==> config.mk <==
export PLATFORM = sky130hd
export DESIGN_NAME = load_reservation_station_flat
export DESIGN_NICKNAME = d
export VERILOG_FILES = /design/src/rtl/core_pkg.sv /design/src/rtl/load_reservation_station_if.sv /design/src/rtl/load_agu.sv /design/src/rtl/load_reservation_station.sv /design/src/flat_wrapper.sv
export SDC_FILE = /design/constraint.sdc
export NUM_CORES = 1
export LEC_CHECK = 0
export ABC_AREA = 1
export CAP_MARGIN = 5
export CORE_UTILIZATION = 56
export DETAILED_ROUTE_END_ITERATION = 10
export PLACE_DENSITY = 0.87
export SLEW_MARGIN = 0
export SYNTH_ARGS = -nofsm -noshare
export SYNTH_HDL_FRONTEND = slang
export SYNTH_SLANG_ARGS = --single-unit
==> constraint.sdc <==
create_clock -name clk -period 3.3 [get_ports clk]
set_clock_uncertainty 0.05 [all_clocks]
set_input_delay 0.66 -clock clk [delete_from_list [all_inputs] [get_ports clk]]
set_output_delay 0.66 -clock clk [all_outputs]
set_load 0.01 [all_outputs]
==> src/rtl/core_pkg.sv <==
// Shared core types: ROB tag/data widths, load width codes, CDB bundle.
// Used by the load reservation station, the load buffer and CDB producers.
package core_pkg;

   localparam int TAG_W = 6;
   localparam int XLEN  = 32;

   typedef enum logic [2:0] {
      LD_B  = 3'b000,
      LD_H  = 3'b001,
      LD_W  = 3'b010,
      LD_BU = 3'b100,
      LD_HU = 3'b101
   } load_width_e;

   typedef struct packed {
      logic [TAG_W-1:0] tag;
      logic [XLEN-1:0]  value;
   } cdb_t;

endpackage

==> src/rtl/load_reservation_station_if.sv <==
// Dispatch, CDB and load-buffer signals of the load reservation station.
// master = dispatch/CDB/load-buffer side, slave = the station itself.
interface load_reservation_station_if;
   import core_pkg::*;

   logic             dispatch_valid;
   logic             dispatch_ready;
   logic [XLEN-1:0]  dispatch_base_val;
   logic [TAG_W-1:0] dispatch_base_tag;
   logic [XLEN-1:0]  dispatch_offset;
   logic [2:0]       dispatch_width;
   logic [TAG_W-1:0] dispatch_rob_dest;
   cdb_t             cdb_data;
   logic             lb_full;
   logic             lb_we;
   logic [XLEN-1:0]  lb_addr;
   logic [2:0]       lb_width;
   logic [TAG_W-1:0] lb_rob_dest;

   modport master (
      output dispatch_valid, dispatch_base_val, dispatch_base_tag,
      output dispatch_offset, dispatch_width, dispatch_rob_dest,
      output cdb_data, lb_full,
      input  dispatch_ready, lb_we, lb_addr, lb_width, lb_rob_dest
   );

   modport slave (
      input  dispatch_valid, dispatch_base_val, dispatch_base_tag,
      input  dispatch_offset, dispatch_width, dispatch_rob_dest,
      input  cdb_data, lb_full,
      output dispatch_ready, lb_we, lb_addr, lb_width, lb_rob_dest
   );

endinterface

==> src/rtl/load_agu.sv <==
// Load address generation: base + offset (carry dropped) and a
// natural-alignment check for halfword/word loads.
module load_agu
   import core_pkg::*;
(
   input  logic [XLEN-1:0] base,
   input  logic [XLEN-1:0] offset,
   input  logic [2:0]      width,
   output logic [XLEN-1:0] addr,
   output logic            misaligned
);

   assign addr = base + offset;

   // halfwords need bit 0 clear, words need bits 1:0 clear
   always_comb begin
      misaligned = 1'b0;
      case (width)
         LD_H, LD_HU: misaligned = addr[0];
         LD_W:        misaligned = |addr[1:0];
         default:     misaligned = 1'b0;
      endcase
   end

endmodule

==> src/rtl/load_reservation_station.sv <==
// In-order load reservation queue: snoops the CDB for pending bases and
// issues head-first to the load buffer. Macro LOAD_RS_MISALIGN_TRAP_EN.
module load_reservation_station
   import core_pkg::*;
#(
   parameter int DEPTH = 4
) (
   input  logic                     clk,
   input  logic                     reset_n,
   input  logic                     flush,
   load_reservation_station_if.slave bus,
   output logic [$clog2(DEPTH):0]   count,
   output logic                     exc_valid,
   output logic [TAG_W-1:0]         exc_rob_dest,
   output logic [XLEN-1:0]          exc_addr
);

   localparam int PW = $clog2(DEPTH);
   localparam logic [PW:0] FULL_CNT = (PW+1)'(DEPTH);

   logic             valid_q [DEPTH];
   logic             valid_d [DEPTH];
   logic [TAG_W-1:0] tag_q   [DEPTH];
   logic [TAG_W-1:0] tag_d   [DEPTH];
   logic [XLEN-1:0]  val_q   [DEPTH];
   logic [XLEN-1:0]  val_d   [DEPTH];
   logic [XLEN-1:0]  off_q   [DEPTH];
   logic [XLEN-1:0]  off_d   [DEPTH];
   logic [2:0]       wid_q   [DEPTH];
   logic [2:0]       wid_d   [DEPTH];
   logic [TAG_W-1:0] dest_q  [DEPTH];
   logic [TAG_W-1:0] dest_d  [DEPTH];

   logic [PW-1:0]    head_q, head_d;
   logic [PW-1:0]    tail_q, tail_d;
   logic [PW:0]      count_q, count_d;

   logic             lb_we_q, lb_we_d;
   logic [XLEN-1:0]  lb_addr_q, lb_addr_d;
   logic [2:0]       lb_width_q, lb_width_d;
   logic [TAG_W-1:0] lb_rob_dest_q, lb_rob_dest_d;

   logic             exc_valid_q, exc_valid_d;
   logic [TAG_W-1:0] exc_rob_dest_q, exc_rob_dest_d;
   logic [XLEN-1:0]  exc_addr_q, exc_addr_d;

   logic             head_ready;
   logic [XLEN-1:0]  head_addr;
   logic             head_mis;
   logic             do_disp;
   logic             do_issue;
   logic             do_trap;
   logic             deq;

   load_agu u_agu (
      .base       (val_q[head_q]),
      .offset     (off_q[head_q]),
      .width      (wid_q[head_q]),
      .addr       (head_addr),
      .misaligned (head_mis)
   );

   assign head_ready = valid_q[head_q] && (tag_q[head_q] == '0);
   assign bus.dispatch_ready = (count_q < FULL_CNT) && !flush;
   assign do_disp = bus.dispatch_valid && bus.dispatch_ready;

`ifdef LOAD_RS_MISALIGN_TRAP_EN
   assign do_trap  = head_ready && head_mis;
   assign do_issue = head_ready && !head_mis && !bus.lb_full;
`else
   logic unused_mis;
   assign unused_mis = head_mis;
   assign do_trap  = 1'b0;
   assign do_issue = head_ready && !bus.lb_full;
`endif
   assign deq = do_issue || do_trap;

   // next-state: snoop, issue/trap, dispatch, then flush override
   always_comb begin
      valid_d = valid_q;
      tag_d   = tag_q;
      val_d   = val_q;
      off_d   = off_q;
      wid_d   = wid_q;
      dest_d  = dest_q;
      head_d  = head_q;
      tail_d  = tail_q;
      lb_we_d       = 1'b0;
      lb_addr_d     = lb_addr_q;
      lb_width_d    = lb_width_q;
      lb_rob_dest_d = lb_rob_dest_q;
      exc_valid_d    = 1'b0;
      exc_rob_dest_d = exc_rob_dest_q;
      exc_addr_d     = exc_addr_q;

      for (int i = 0; i < DEPTH; i++) begin
         if (valid_q[i] && tag_q[i] != '0 &&
             tag_q[i] == bus.cdb_data.tag) begin
            tag_d[i] = '0;
            val_d[i] = bus.cdb_data.value;
         end
      end

      if (deq) begin
         valid_d[head_q] = 1'b0;
         head_d = head_q + PW'(1);
      end
      if (do_issue) begin
         lb_we_d       = 1'b1;
         lb_addr_d     = head_addr;
         lb_width_d    = wid_q[head_q];
         lb_rob_dest_d = dest_q[head_q];
      end
      if (do_trap) begin
         exc_valid_d    = 1'b1;
         exc_rob_dest_d = dest_q[head_q];
         exc_addr_d     = head_addr;
      end

      if (do_disp) begin
         valid_d[tail_q] = 1'b1;
         tag_d[tail_q]   = bus.dispatch_base_tag;
         val_d[tail_q]   = bus.dispatch_base_val;
         off_d[tail_q]   = bus.dispatch_offset;
         wid_d[tail_q]   = bus.dispatch_width;
         dest_d[tail_q]  = bus.dispatch_rob_dest;
         if (bus.cdb_data.tag != '0 &&
             bus.cdb_data.tag == bus.dispatch_base_tag) begin
            tag_d[tail_q] = '0;
            val_d[tail_q] = bus.cdb_data.value;
         end
         tail_d = tail_q + PW'(1);
      end

      count_d = count_q + (PW+1)'(do_disp) - (PW+1)'(deq);

      if (flush) begin
         for (int i = 0; i < DEPTH; i++) valid_d[i] = 1'b0;
         head_d      = '0;
         tail_d      = '0;
         count_d     = '0;
         lb_we_d     = 1'b0;
         exc_valid_d = 1'b0;
      end
   end

   // state registers
   always_ff @(posedge clk or negedge reset_n) begin
      if (!reset_n) begin
         for (int i = 0; i < DEPTH; i++) begin
            valid_q[i] <= 1'b0;
            tag_q[i]   <= '0;
            val_q[i]   <= '0;
            off_q[i]   <= '0;
            wid_q[i]   <= '0;
            dest_q[i]  <= '0;
         end
         head_q         <= '0;
         tail_q         <= '0;
         count_q        <= '0;
         lb_we_q        <= 1'b0;
         lb_addr_q      <= '0;
         lb_width_q     <= '0;
         lb_rob_dest_q  <= '0;
         exc_valid_q    <= 1'b0;
         exc_rob_dest_q <= '0;
         exc_addr_q     <= '0;
      end else begin
         valid_q        <= valid_d;
         tag_q          <= tag_d;
         val_q          <= val_d;
         off_q          <= off_d;
         wid_q          <= wid_d;
         dest_q         <= dest_d;
         head_q         <= head_d;
         tail_q         <= tail_d;
         count_q        <= count_d;
         lb_we_q        <= lb_we_d;
         lb_addr_q      <= lb_addr_d;
         lb_width_q     <= lb_width_d;
         lb_rob_dest_q  <= lb_rob_dest_d;
         exc_valid_q    <= exc_valid_d;
         exc_rob_dest_q <= exc_rob_dest_d;
         exc_addr_q     <= exc_addr_d;
      end
   end

   assign count           = count_q;
   assign bus.lb_we       = lb_we_q;
   assign bus.lb_addr     = lb_addr_q;
   assign bus.lb_width    = lb_width_q;
   assign bus.lb_rob_dest = lb_rob_dest_q;

`ifdef LOAD_RS_MISALIGN_TRAP_EN
   assign exc_valid    = exc_valid_q;
   assign exc_rob_dest = exc_rob_dest_q;
   assign exc_addr     = exc_addr_q;
`else
   logic unused_exc;
   assign unused_exc = exc_valid_q ^ (|exc_rob_dest_q) ^ (|exc_addr_q);
   assign exc_valid    = 1'b0;
   assign exc_rob_dest = '0;
   assign exc_addr     = '0;
`endif

   // widths 011/110/111 are decode errors upstream
   a_width_legal : assert property (
      @(posedge clk) disable iff (!reset_n)
      do_disp |-> (bus.dispatch_width inside {LD_B, LD_H, LD_W, LD_BU, LD_HU})
   );

endmodule

==> src/flat_wrapper.sv <==
// flat-port wrapper written by rule: the top's interface ports become plain ports
module load_reservation_station_flat import core_pkg::*;
#(
   parameter int DEPTH = 4
)
  (clk, reset_n, flush, count, exc_valid, exc_rob_dest, exc_addr, bus_dispatch_valid, bus_dispatch_base_val, bus_dispatch_base_tag, bus_dispatch_offset, bus_dispatch_width, bus_dispatch_rob_dest, bus_cdb_data, bus_lb_full, bus_dispatch_ready, bus_lb_we, bus_lb_addr, bus_lb_width, bus_lb_rob_dest);
  load_reservation_station_if bus_i ();
  input  logic clk;
  input  logic reset_n;
  input  logic flush;
  output logic [$clog2(DEPTH):0] count;
  output logic exc_valid;
  output logic [TAG_W-1:0] exc_rob_dest;
  output logic [XLEN-1:0] exc_addr;
  input wire logic [$bits(bus_i.dispatch_valid)-1:0] bus_dispatch_valid;
  input wire logic [$bits(bus_i.dispatch_base_val)-1:0] bus_dispatch_base_val;
  input wire logic [$bits(bus_i.dispatch_base_tag)-1:0] bus_dispatch_base_tag;
  input wire logic [$bits(bus_i.dispatch_offset)-1:0] bus_dispatch_offset;
  input wire logic [$bits(bus_i.dispatch_width)-1:0] bus_dispatch_width;
  input wire logic [$bits(bus_i.dispatch_rob_dest)-1:0] bus_dispatch_rob_dest;
  input wire logic [$bits(bus_i.cdb_data)-1:0] bus_cdb_data;
  input wire logic [$bits(bus_i.lb_full)-1:0] bus_lb_full;
  output wire logic [$bits(bus_i.dispatch_ready)-1:0] bus_dispatch_ready;
  output wire logic [$bits(bus_i.lb_we)-1:0] bus_lb_we;
  output wire logic [$bits(bus_i.lb_addr)-1:0] bus_lb_addr;
  output wire logic [$bits(bus_i.lb_width)-1:0] bus_lb_width;
  output wire logic [$bits(bus_i.lb_rob_dest)-1:0] bus_lb_rob_dest;
  assign bus_i.dispatch_valid = bus_dispatch_valid;
  assign bus_i.dispatch_base_val = bus_dispatch_base_val;
  assign bus_i.dispatch_base_tag = bus_dispatch_base_tag;
  assign bus_i.dispatch_offset = bus_dispatch_offset;
  assign bus_i.dispatch_width = bus_dispatch_width;
  assign bus_i.dispatch_rob_dest = bus_dispatch_rob_dest;
  assign bus_i.cdb_data = bus_cdb_data;
  assign bus_i.lb_full = bus_lb_full;
  assign bus_dispatch_ready = bus_i.dispatch_ready;
  assign bus_lb_we = bus_i.lb_we;
  assign bus_lb_addr = bus_i.lb_addr;
  assign bus_lb_width = bus_i.lb_width;
  assign bus_lb_rob_dest = bus_i.lb_rob_dest;
  load_reservation_station #(.DEPTH(DEPTH)) u_core (.clk(clk), .reset_n(reset_n), .flush(flush), .bus(bus_i), .count(count), .exc_valid(exc_valid), .exc_rob_dest(exc_rob_dest), .exc_addr(exc_addr));
endmodule
== Yosys cells after proc, flatten, opt, wreduce, memory -nomap -nowiden ==
Index checks and enable logic that the tools add are counted.

* Input port bits: 122
* Flip-flop bits (word level): 369

* $add $sub $neg: 5
* Order comparisons: 5
* Equal/unequal tests: 5
* Mux-type cells: 56
* Reductions and logical operators: 25
* Bitwise operators: 7

{| class="wikitable"
|+ Operators with widths
! cell !! number
|-
| bitwise mux 128 bit || 3
|-
| two-way mux 32 bit || 9
|-
| two-way mux 128 bit || 2
|-
| binary-select mux 32 bit (select 2 bit) || 2
|-
| demux 32 bit (select 2 bit) || 1
|-
| two-way mux 6 bit || 9
|-
| bitwise mux 24 bit || 2
|-
| two-way mux 24 bit || 2
|-
| adder 32 bit || 1
|-
| == test 6 bit || 5
|-
| nonzero test 6 bit || 5
|-
| AND 24 bit || 1
|-
| binary-select mux 6 bit (select 2 bit) || 2
|-
| NOT 24 bit || 1
|-
| logical AND 1 bit || 15
|-
| bitwise mux 12 bit || 1
|-
| demux 6 bit (select 2 bit) || 1
|-
| two-way mux 3 bit || 4
|-
| two-way mux 4 bit || 3
|-
| two-way mux 2 bit || 4
|-
| binary-select mux 3 bit (select 2 bit) || 1
|-
| demux 3 bit (select 2 bit) || 1
|-
| greater-or-equal comparator 3 bit, second input constant || 2
|-
| logical NOT 6 bit || 1
|-
| other kinds (14) || 25
|}

== Longest topological paths before layout ==
* Depth in word-level cells: 11
* Gate-level depth with buffers: 18

== Cells and area by module ==
A second synthesis with hierarchy kept.

* Cells, all modules: 3029
* Area total of the unflattened synthesis: 21558.2 µm²

{| class="wikitable"
|+ Modules (own cells, without submodules)
! module !! area each (µm²) !! times used !! cells an instance
|-
| load_reservation_station || 19149.6 || 1 || 2530
|-
| load_agu || 2408.6 || 1 || 499
|}

== Worst setup path before layout ==
No wires, ideal clock.

* Kind: reg-to-reg
* Start point: register u_core.head_q[1]
* End point: register u_core.lb_addr_q[16], in the netlist u_core.bus.lb_addr[16]
* Period minus slack after synthesis: 2.869 ns
* Cell stages (with the launch flop): 18
* Setup slack: 0.431 ns
* Arrival: 2.702 ns
* Data required time: 3.133 ns
* Path buffers: 3
* Cells stage by stage: dfrtp_1 clkbuf_1 inv_1 clkbuf_1 clkbuf_1 o21ai_0 o22ai_1 ha_1 fa_1 nand3_1 nand3_1 nand2_1 nand2_1 nand2_1 nand2_1 xor2_1 nand2_1 nand2_1

* Longest elaborated chain between the ends: 7
* Elaborated cells on any way between the ends: 17

{| class="wikitable"
|+ Ends and longest elaborated chain
! what !! RTL line !! source
|-
| from (decl) || load_reservation_station.sv:34 || <nowiki>logic [PW-1:0] head_q, head_d;</nowiki>
|-
| from (signal assigned) || load_reservation_station.sv:158 || <nowiki>head_q <= '0;</nowiki>
|-
| from (signal assigned) || load_reservation_station.sv:175 || <nowiki>head_q <= head_d;</nowiki>
|-
| NOT 2 -> 3 bit (not written as such) (*) || load_reservation_station.sv:56, load_reservation_station.sv:57, load_reservation_station.sv:63 ||
|-
| branches (longest 6 deep; another with adder 32 bit) || -- ||
|-
| to (signal assigned) || load_reservation_station.sv:179 || <nowiki>lb_addr_q <= lb_addr_d;</nowiki>
|-
| to (decl) || load_reservation_station.sv:39 || <nowiki>logic [XLEN-1:0] lb_addr_q, lb_addr_d;</nowiki>
|}

Mark *: on every way between the ends. The select of a mux whose other input is x is not followed.
A chain may end at the register's enable or synchronous reset.

== Final worst setup path ==
* Start point: register u_core.head_q[0]
* End point: register u_core.lb_addr_q[13], in the netlist u_core.bus.lb_addr[13]

Same word-level chain as after synthesis.

==> results.md <==
* Via count at 22.16k
* Async SR Flop Fraction at 100.0%
* GP Congestion at 1.017
* Hold_buf cts at 0
* Hold WC Path Type: input port to async pin
* TritonCTS clock tree: yes
* Area Overhead vs Synth at 17.44%
* Launching element type of the critical path: register
* Yosys warnings at 0
* Clock Sinks at 369
* Longest Clk Path Bufs at 3
* GRT Resource Usage Total at 36.77%
* Synth area leaders: dfrtp_1 43%, nand2_1 14%, nand3_1 9.7%, o21ai_0 7.2%, inv_1 6.9%
* Register area share after synthesis at 42.66%
* Most frequent cells in the layout: 820 x nand2_1, 417 x nand3_1, 394 x inv_1
* Clock Tree Root: clkbuf_16
* Synthesized flop and latch total at 369
* Worst Max-Slew Pin Slew at 0.7250 ns
* Max_cap viols at 0
* Final HPWL DP at 46090 um
* Antenna violations before repair at 0
* Final Setup Violations at 0
* Vias in the first global route at 21.74k
* Routed len/inst at 19.32 um
* Worst-path clk slew at 0.06 ns
* Die height at 198.6 um
* Total die area at 39440 um2
* Synth unique cells at 37
* Starting DRT DRC Count at 2568
* Placed Cells at 3645
* Period minus WS final at 3.167 ns
* Adder-cell share of the synthesized area at 2.555%
* Pin count of the biggest net entering global routing at 92
* Clk_lat worst skew at 0.58 ns
* Port bufs at 167
* Synth Cell Area at 21640 um2
* Final #Nets at 3342
* Synth Area in Compound Gates at 11.93%
* Critical path fanouts, max at 29
* Outcome: finished clean
* Antenna diodes at 0
* Core Rows at 71
* Crit. End Element: register
* Period utilization at 95.95%
* Layout Utilization at 67.17%
* DRC at 0
* Critical Path AT at 3.53 ns
* Pins Over Slew Limit at 0
* Max-slew headroom at 51.67%
* Overall power at 21.13 mW
* Fmax at 0.3158 GHz
* Largest family of logic cells by synthesized area: simple AND/OR/NAND/NOR gates
* Setup tns final at 0 ns
* Post-Syn Area per Cell at 7.073 um2
* H-tree depth at 2
* Cell Count, Final, Fillers Out at 3718
* Die X at 198.6 um
* Dominant cell type by area after synthesis: dfrtp_1
* GRT overflow at 0
* Post-synthesis cell count at 3060
* CP required at 3.66 ns
* Initial Util at 57.19%
* XOR/XNOR Fraction of Synth Area at 1.093%
* Filler cell count at 3148
* Cts bufs inserted at 41
* First-pass GRT wire length at 112700 um
* Peak VDD IR at 515.6 uV
* DRT antenna net count at 0
* Hold Fails Final Rpt at 0
* RSZ-0062 raised after global routing: no
* Main flop type after synthesis: dfrtp_1
* Fraction of layout cells with a size suffix above 1 at 6.018%
* # IOs at 207
* PD cells at 831.3 nW/um2
* Via density at 5.960
* Final wirelength at 71820 um
* Mux contribution to synthesized area at 0%
* Core outline area at 37840 um2
* Top cell type's share of synthesized area at 42.66%
* WS Path Type: register to register
* Simple logic cell fraction of the synthesized area at 29.90%
* Pleak at 13.56 nW
* Most common library cell in the layout ignoring fill and taps: nand2_1
* DRT Pass-1 Iters at 7
* Number of synthesized flops with an enable pin at 0
==> path summary, 6_finish.rpt <==
kind | slack, ns | start | cells past startpoint | endpoint
hold / removal | 0.05 | reset_n | 1 | u_core.dest_q[21]
setup / recovery | 0.13 | u_core.head_q[0] | 13 | u_core.bus.lb_addr[13]
min in group clk | 0.42 | u_core.bus.lb_addr[20] | 2 | u_core.bus.lb_addr[20]
max in group asynchronous | 2.34 | reset_n | 2 | u_core.bus.lb_addr[24]
setup reg to reg | 0.13 | u_core.head_q[0] | 13 | u_core.bus.lb_addr[13]
hold reg to reg | 0.42 | u_core.bus.lb_addr[20] | 2 | u_core.bus.lb_addr[20]
==> kinds of logic (layout without fill, tap and decap cells) <==
logic type                 Yosys count  count (layout)
AOI/OAI and AO/OA                  496             496
other                                1              39
DFF                                369             369
buffers and inverters              619             728
and+or+nand+nor                   1505            1505
xor gates and xnor gates            27              27
adders and majority gates           43              43
==> worst max-delay path: stages (launching register included) <==
cell     delay (ns)
dfrtp_4        0.52
inv_4          0.22
buf_12         0.21
a21oi_1        0.08
a21oi_1        0.48
ha_1           0.43
nand2_1        0.12
nand2_1        0.07
nand2_1        0.08
nand3_1        0.15
nand2_1        0.11
nand2_1        0.10
xnor2_1        0.24
o21ai_0        0.12
==> power breakdown <==
part           internal [mW]  leakage (nW)  switching, mW
sequential              6.43          4.57           1.09
combinational           3.29          8.31           5.56
clock                   2.85         0.681           1.90
total                   12.6          13.6           8.55
==> sequential cells by signal, summed over array words and instances, names as in the netlist <==
signal                  flops
u_core.bus.lb_addr         32
u_core.dest_q              24
u_core.tail_q               2
u_core.bus.lb_width         3
u_core.off_q              128
u_core.bus.lb_we            1
u_core.valid_q              4
u_core.bus.lb_rob_dest      6
u_core.head_q               2
u_core.wid_q               12
u_core.tag_q               24
u_core.val_q              128
u_core.count                3
==> stage by stage <==
step,worst slack [ns],hold WS (ns),instance area [um2]
finish,0.1335,0.05311,25420
global placement,0.2173,0.4106,23990
floorplan,0.4311,0.3144,21790
detailed placement,0.2035,0.4146,23990
global route,0.002948,0.1207,25420
CTS,0.1639,0.08562,25370
==> per-layer routing <==
metal | share of wire [%] | global-route usage (%) | vias up
met3 | 11 | 8.732 | 355
li1 | - | - | 10020
met5 | 0 | 1.277 | -
met4 | 6.4 | 24.16 | 0
met2 | 46 | 57.55 | 1521
met1 | 37 | 45.37 | 10260
==> synthesized netlist by cell type (all sizes together) (20+ instances only) <==
master,number
buf,96
xnor2,20
dfrtp,369
ha,41
o21ai,314
a21oi,117
clkbuf,121
nand3,418
nand4,76
inv,402
nand2,842
o22ai,57
nor2,153
==> final cells by class <==
class	instances	area [um2]	share of cell area (%)
repair buffers	253	2597	10.22
clock buffers	60	1210	4.760
multi-input cells	2110	10050	39.54
flip-flops and latches	369	9238	36.34
inverters	402	1511	5.946
well taps	511	639.4	2.515
clock inverters	13	171.4	0.6744
==> repair_timing <==
item                                    in CTS  in global routing
gates resized for setup                      0                  5
buffers inserted                             0                  0
endpoints found under the setup margin       0                  5
Power figures use the tool's default switching activity.
